**config.mk**
```make
export PLATFORM = sky130hd
export DESIGN_NAME = serial_adder_flat
export DESIGN_NICKNAME = d
export VERILOG_FILES = /design/src/rtl/serial_adder_if.sv /design/src/rtl/serial_adder.sv /design/src/flat_wrapper.sv
export SDC_FILE = /design/constraint.sdc
export NUM_CORES = 1
export LEC_CHECK = 0
export ABC_CLOCK_PERIOD_IN_PS = 2110
export CAP_MARGIN = 20
export CORE_MARGIN = 1.5
export CORE_UTILIZATION = 33
export DETAILED_ROUTE_END_ITERATION = 10
export HOLD_SLACK_MARGIN = 0.02
export PLACE_DENSITY_LB_ADDON = 0.08
export REMOVE_ABC_BUFFERS = 1
export SLEW_MARGIN = 40
export SYNTH_ARGS = -nofsm -noshare
export SYNTH_HDL_FRONTEND = slang
export SYNTH_SLANG_ARGS = --single-unit
```
**constraint.sdc**
```tcl
create_clock -name clk -period 2.11 [get_ports clk]
set_clock_uncertainty 0.2 [all_clocks]
set_input_delay 0.3165 -clock clk [delete_from_list [all_inputs] [get_ports clk]]
set_output_delay 0.3165 -clock clk [all_outputs]
set_load 0.1 [all_outputs]
```
**src/rtl/serial_adder_if.sv**
```systemverilog
// rtl/serial_adder_if.sv - handshake and result bundle for the bit-serial adder
//
// Ports (master = requester, slave = adder):
//   start  master->slave  request to begin an addition
//   a, b   master->slave  WIDTH-bit operands, captured on the accepting edge
//   busy   slave->master  high while an addition is in flight
//   done   slave->master  one-cycle pulse, sum/carry valid
//   sum    slave->master  WIDTH-bit result, held until the next result
//   carry  slave->master  carry out of the top bit, held with sum
interface serial_adder_if #(
    parameter int WIDTH = 8
);
    logic             start;
    logic [WIDTH-1:0] a;
    logic [WIDTH-1:0] b;
    logic             busy;
    logic             done;
    logic [WIDTH-1:0] sum;
    logic             carry;

    modport master (
        output start, a, b,
        input  busy, done, sum, carry
    );

    modport slave (
        input  start, a, b,
        output busy, done, sum, carry
    );
endinterface

```
**src/rtl/serial_adder.sv**
```systemverilog
// rtl/serial_adder.sv - bit-serial WIDTH-bit adder built on one full-adder slice
//
// Ports:
//   clk    rising-edge clock
//   rst_n  asynchronous active-low reset
//   bus    serial_adder_if.slave: start/a/b in, busy/done/sum/carry out
//
// One bit is added per RUN cycle, LSB first. The result word is filled from
// the top so that after WIDTH shifts bit 0 of the operands lands in bit 0.
module serial_adder #(
    parameter int WIDTH = 8
) (
    input  logic          clk,
    input  logic          rst_n,
    serial_adder_if.slave bus
);
    localparam int              CW   = $clog2(WIDTH + 1);
    localparam logic [CW-1:0]   LAST = CW'(WIDTH - 1);

    typedef enum logic [1:0] {
        IDLE = 2'd0,
        RUN  = 2'd1,
        DONE = 2'd2
    } state_t;

    state_t           state;
    state_t           state_nx;
    logic [WIDTH-1:0] ra;
    logic [WIDTH-1:0] rb;
    logic [WIDTH-1:0] rs;
    logic [WIDTH-1:0] rs_nx;
    logic             cf;
    logic [CW-1:0]    cnt;

    // Full-adder slice as two half adders plus an OR.
    logic x, y, h1s, h1c, s, h2c, cout;
    assign x    = ra[0];
    assign y    = rb[0];
    assign h1s  = x ^ y;
    assign h1c  = x & y;
    assign s    = h1s ^ cf;
    assign h2c  = h1s & cf;
    assign cout = h1c | h2c;

    // WIDTH=1 has no upper bits to keep, so the new bit is the whole word.
    generate
        if (WIDTH == 1) begin : g_rs_w1
            assign rs_nx = s;
        end else begin : g_rs_wn
            assign rs_nx = {s, rs[WIDTH-1:1]};
        end
    endgenerate

    always_ff @(posedge clk or negedge rst_n) begin
        if (!rst_n) begin
            state <= IDLE;
        end else begin
            state <= state_nx;
        end
    end

    always_comb begin
        state_nx = state;
        bus.busy = 1'b0;
        bus.done = 1'b0;
        case (state)
            IDLE: begin
                if (bus.start) begin
                    state_nx = RUN;
                end
            end
            RUN: begin
                bus.busy = 1'b1;
                if (cnt == LAST) begin
                    state_nx = DONE;
                end
            end
            DONE: begin
                bus.busy = 1'b1;
                bus.done = 1'b1;
                state_nx = IDLE;
            end
            default: state_nx = IDLE;
        endcase
    end

    always_ff @(posedge clk or negedge rst_n) begin
        if (!rst_n) begin
            ra        <= '0;
            rb        <= '0;
            rs        <= '0;
            cf        <= 1'b0;
            cnt       <= '0;
            bus.sum   <= '0;
            bus.carry <= 1'b0;
        end else begin
            case (state)
                IDLE: begin
                    if (bus.start) begin
                        ra  <= bus.a;
                        rb  <= bus.b;
                        rs  <= '0;
                        cf  <= 1'b0;
                        cnt <= '0;
                    end
                end
                RUN: begin
                    cf  <= cout;
                    ra  <= ra >> 1;
                    rb  <= rb >> 1;
                    rs  <= rs_nx;
                    cnt <= cnt + 1'b1;
                    if (cnt == LAST) begin
                        bus.sum   <= rs_nx;
                        bus.carry <= cout;
                    end
                end
                default: ;
            endcase
        end
    end
endmodule

```
**src/flat_wrapper.sv**
```systemverilog
// flat-port wrapper written by rule: the top's interface ports become plain ports
module serial_adder_flat 
#(
    parameter int WIDTH = 8
)
  (clk, rst_n, bus_start, bus_a, bus_b, bus_busy, bus_done, bus_sum, bus_carry);
  serial_adder_if #(.WIDTH(WIDTH)) bus_i ();
  input  logic clk;
  input  logic rst_n;
  input wire logic [$bits(bus_i.start)-1:0] bus_start;
  input wire logic [$bits(bus_i.a)-1:0] bus_a;
  input wire logic [$bits(bus_i.b)-1:0] bus_b;
  output wire logic [$bits(bus_i.busy)-1:0] bus_busy;
  output wire logic [$bits(bus_i.done)-1:0] bus_done;
  output wire logic [$bits(bus_i.sum)-1:0] bus_sum;
  output wire logic [$bits(bus_i.carry)-1:0] bus_carry;
  assign bus_i.start = bus_start;
  assign bus_i.a = bus_a;
  assign bus_i.b = bus_b;
  assign bus_busy = bus_i.busy;
  assign bus_done = bus_i.done;
  assign bus_sum = bus_i.sum;
  assign bus_carry = bus_i.carry;
  serial_adder #(.WIDTH(WIDTH)) u_core (.clk(clk), .rst_n(rst_n), .bus(bus_i));
endmodule
```
==> flow_summary.json <==
{
  "ctsLongestPathBuffers": 2,
  "core_um2": 4850,
  "status": "completed",
  "required_ps": 2140,
  "worstPathCellList": "inv_1 > ha_1 > mux2i_4 > or4b_1 > nand3_1",
  "final_common_cell": "dfrtp_1",
  "post-route-util": 0.452,
  "ios": 30,
  "routed_wl_mm": 2.97,
  "initial_core_util": 0.352,
  "post_dp_cell_area_um2": 2100,
  "most-common-layout-cells": "39 x dfrtp_1, 18 x nand2_1, 17 x clkdlybuf4s50_1",
  "hold_class": "reg -> reg",
  "dominantRegCellSynth": "dfrtp_1",
  "avgSynthCellArea_um2": 12.1,
  "drc": 0,
  "clkTransAtPathRegs_ps": 70,
  "netlist_area_um2": 1710,
  "grt_first_pass_wirelength_mm": 5.14,
  "dr.pass1.iters": 4,
  "cts-root-buf": "clkbuf_8",
  "crit_fanout": 10,
  "hold_viol": 0,
  "ys_seq_elements": 39,
  "finalCritPeriodShare": 0.888,
  "maxCapViolCount": 0,
  "n_fill_cell": 452,
  "final_cells": 244,
  "synth.largest_area_cell": "dfrtp_1",
  "die-width_um": 74.9,
  "criticalPathCategory": "reg -> reg",
  "power_density_nw_per_um2": 1440,
  "clk_latency_ps": 290,
  "slowest_stage": "or4b_1",
  "cts_max_level": 2,
  "multi_input_area_um2": 691,
  "dp.cells": 235,
  "avgViaCountPerCell": 4.78,
  "synthArstFlopShare": 1.00,
  "die_h_um": 74.9,
  "dieArea_um2": 5610,
  "seq_area_frac_synth": 0.572,
  "synth_top_area_share": 0.572,
  "wl_per_cell_um": 12.2,
  "cts_setup_buffers": 0,
  "grt_antenna_before_repair": 0,
  "relSlewSlack": 0.679,
  "cts_sinks": 39,
  "numCtsBuffers": 5,
  "yosys_warnings": 0,
  "dp_hpwl_mm": 2.10,
  "ir_drop_mv": 0.573,
  "grt_max_degree": 28,
  "final_nets": 200,
  "synth_edf_count": 0,
  "postLayoutCellArea_um2": 2190,
  "grtUsageTotal": 0.125,
  "total_power_mw": 3.17,
  "max_clock_freq_ghz": 0.534,
  "cts_tree": "yes",
  "ant_nets": 0,
  "io_buffer_count": 29,
  "overflow": 0,
  "drt_iter0_drc": 34,
  "gp_congestion": 0.653,
  "crit_path_end_kind": "flop",
  "worstPathArrival_ps": 1900,
  "postSynthCellCount": 141,
  "rsz0062_at_grt": "false",
  "start_kind": "flop",
  "yosys-top-cells-area": "dfrtp_1 57%, mux2i_1 8.2%, mux2_2 6.6%",
  "slew_violations": 0,
  "rows": 25,
  "power.leakage_nw": 1.03,
  "vias": 1166,
  "regArea_um2": 976,
  "finalCriticalPeriod_ps": 1870,
  "synthDistinctLibCells": 23,
  "syn_to_final_growth_pct": 28.5,
  "diodes": 0,
  "tightest_slew_ps": 482,
  "max_stage_delay_ps": 510,
  "whs_ps": 284,
  "setup_viol": 0,
  "grt_pass1_vias": 1134,
  "layout-drive-gt1-share": 0.198
}
where the power goes:
part,internal [mW],total (mW),leakage (nW),switching (mW)
logic,0.568,1.47,0.475,0.899
clock network,0.232,0.488,0.0422,0.256
registers,1.03,1.21,0.512,0.178
kinds of logic (layout without fill, tap and decap cells):
| family | count (synthesis) | in the layout | synth area share |
|---|---|---|---|
| flip-flops | 39 | 39 | 0.572 |
| AND/OR/NAND/NOR | 33 | 33 | 0.0968 |
| AO/OA/AOI/OAI | 28 | 28 | 0.106 |
| multiplexers | 25 | 25 | 0.156 |
| buffers and inverters | 11 | 47 | 0.0286 |
| adder cells (fa/ha/maj) | 5 | 5 | 0.0411 |
layout make-up:
| type | instances | share of cell area |
|---|---|---|
| clock buffer | 7 | 0.0348 |
| clock inverter | 1 | 0.00228 |
| inverter | 3 | 0.00513 |
| multi-input combinational | 91 | 0.315 |
| sequential | 39 | 0.445 |
| tap | 67 | 0.0382 |
| timing repair buffer | 36 | 0.160 |
sequential cells by signal, summed over array words and instances, names as in the netlist:
name / flops
u_core.bus.carry: 1
u_core.bus.sum: 8
u_core.cf: 1
u_core.cnt: 4
u_core.ra: 8
u_core.rb: 8
u_core.rs: 7
u_core.state: 2
worst max-delay path: cells and delay by family, from the launching register on:
family	cells	cell delay, ps
simple gates	2	600
flops	1	390
fa+ha+maj	1	390
mux	1	120
buf+inv	1	110
layer usage:
| layer | share of wire | vias up | track usage |
|---|---|---|---|
| met2 | 0.48 | 24 | 0.210 |
| met4 | 0.023 | 0 | 0.0606 |
| met3 | 0.055 | 6 | 0.0469 |
| li1 | - | 569 | - |
| met5 | 0 | - | 0 |
| met1 | 0.44 | 567 | 0.140 |
stage by stage:
step           TNS [ps]  setup slack, ps
4_1_cts               0              235
3_5_place_dp          0              181
3_3_place_gp          0              197
2_1_floorplan    -16490             -677
6_report              0              237
5_1_grt               0              154
synthesized netlist by cell type (all sizes together) (2+ instances only):
| cell | count |
|---|---|
| dfrtp | 39 |
| nand2 | 18 |
| o21ai | 16 |
| mux2i | 15 |
| mux2 | 10 |
| a22o | 9 |
| buf | 6 |
| ha | 4 |
| nand2b | 4 |
| nand3 | 4 |
| inv | 3 |
| clkbuf | 2 |
| nand3b | 2 |
| nand4b | 2 |
path summary, 6_finish.rpt:
check	startpoint	to	cells past startpoint	slack [ps]
worst max-delay path	u_core.state[1]	u_core.cnt[3]	5	240
worst max register to register	u_core.state[1]	u_core.cnt[3]	5	240
worst min-delay path	u_core.ra[6]	u_core.ra[6]	2	280
max in group asynchronous	rst_n	u_core.rb[6]	3	930
min in group asynchronous	rst_n	u_core.bus.sum[5]	2	310
worst min register to register	u_core.ra[6]	u_core.ra[6]	2	280
repair_timing:
item                                   CTS  global route
endpoints found under the hold margin   20             0
hold buffers                             1             0
resized for setup                        0             0
No activity file was read; power rests on OpenSTA's default activity.
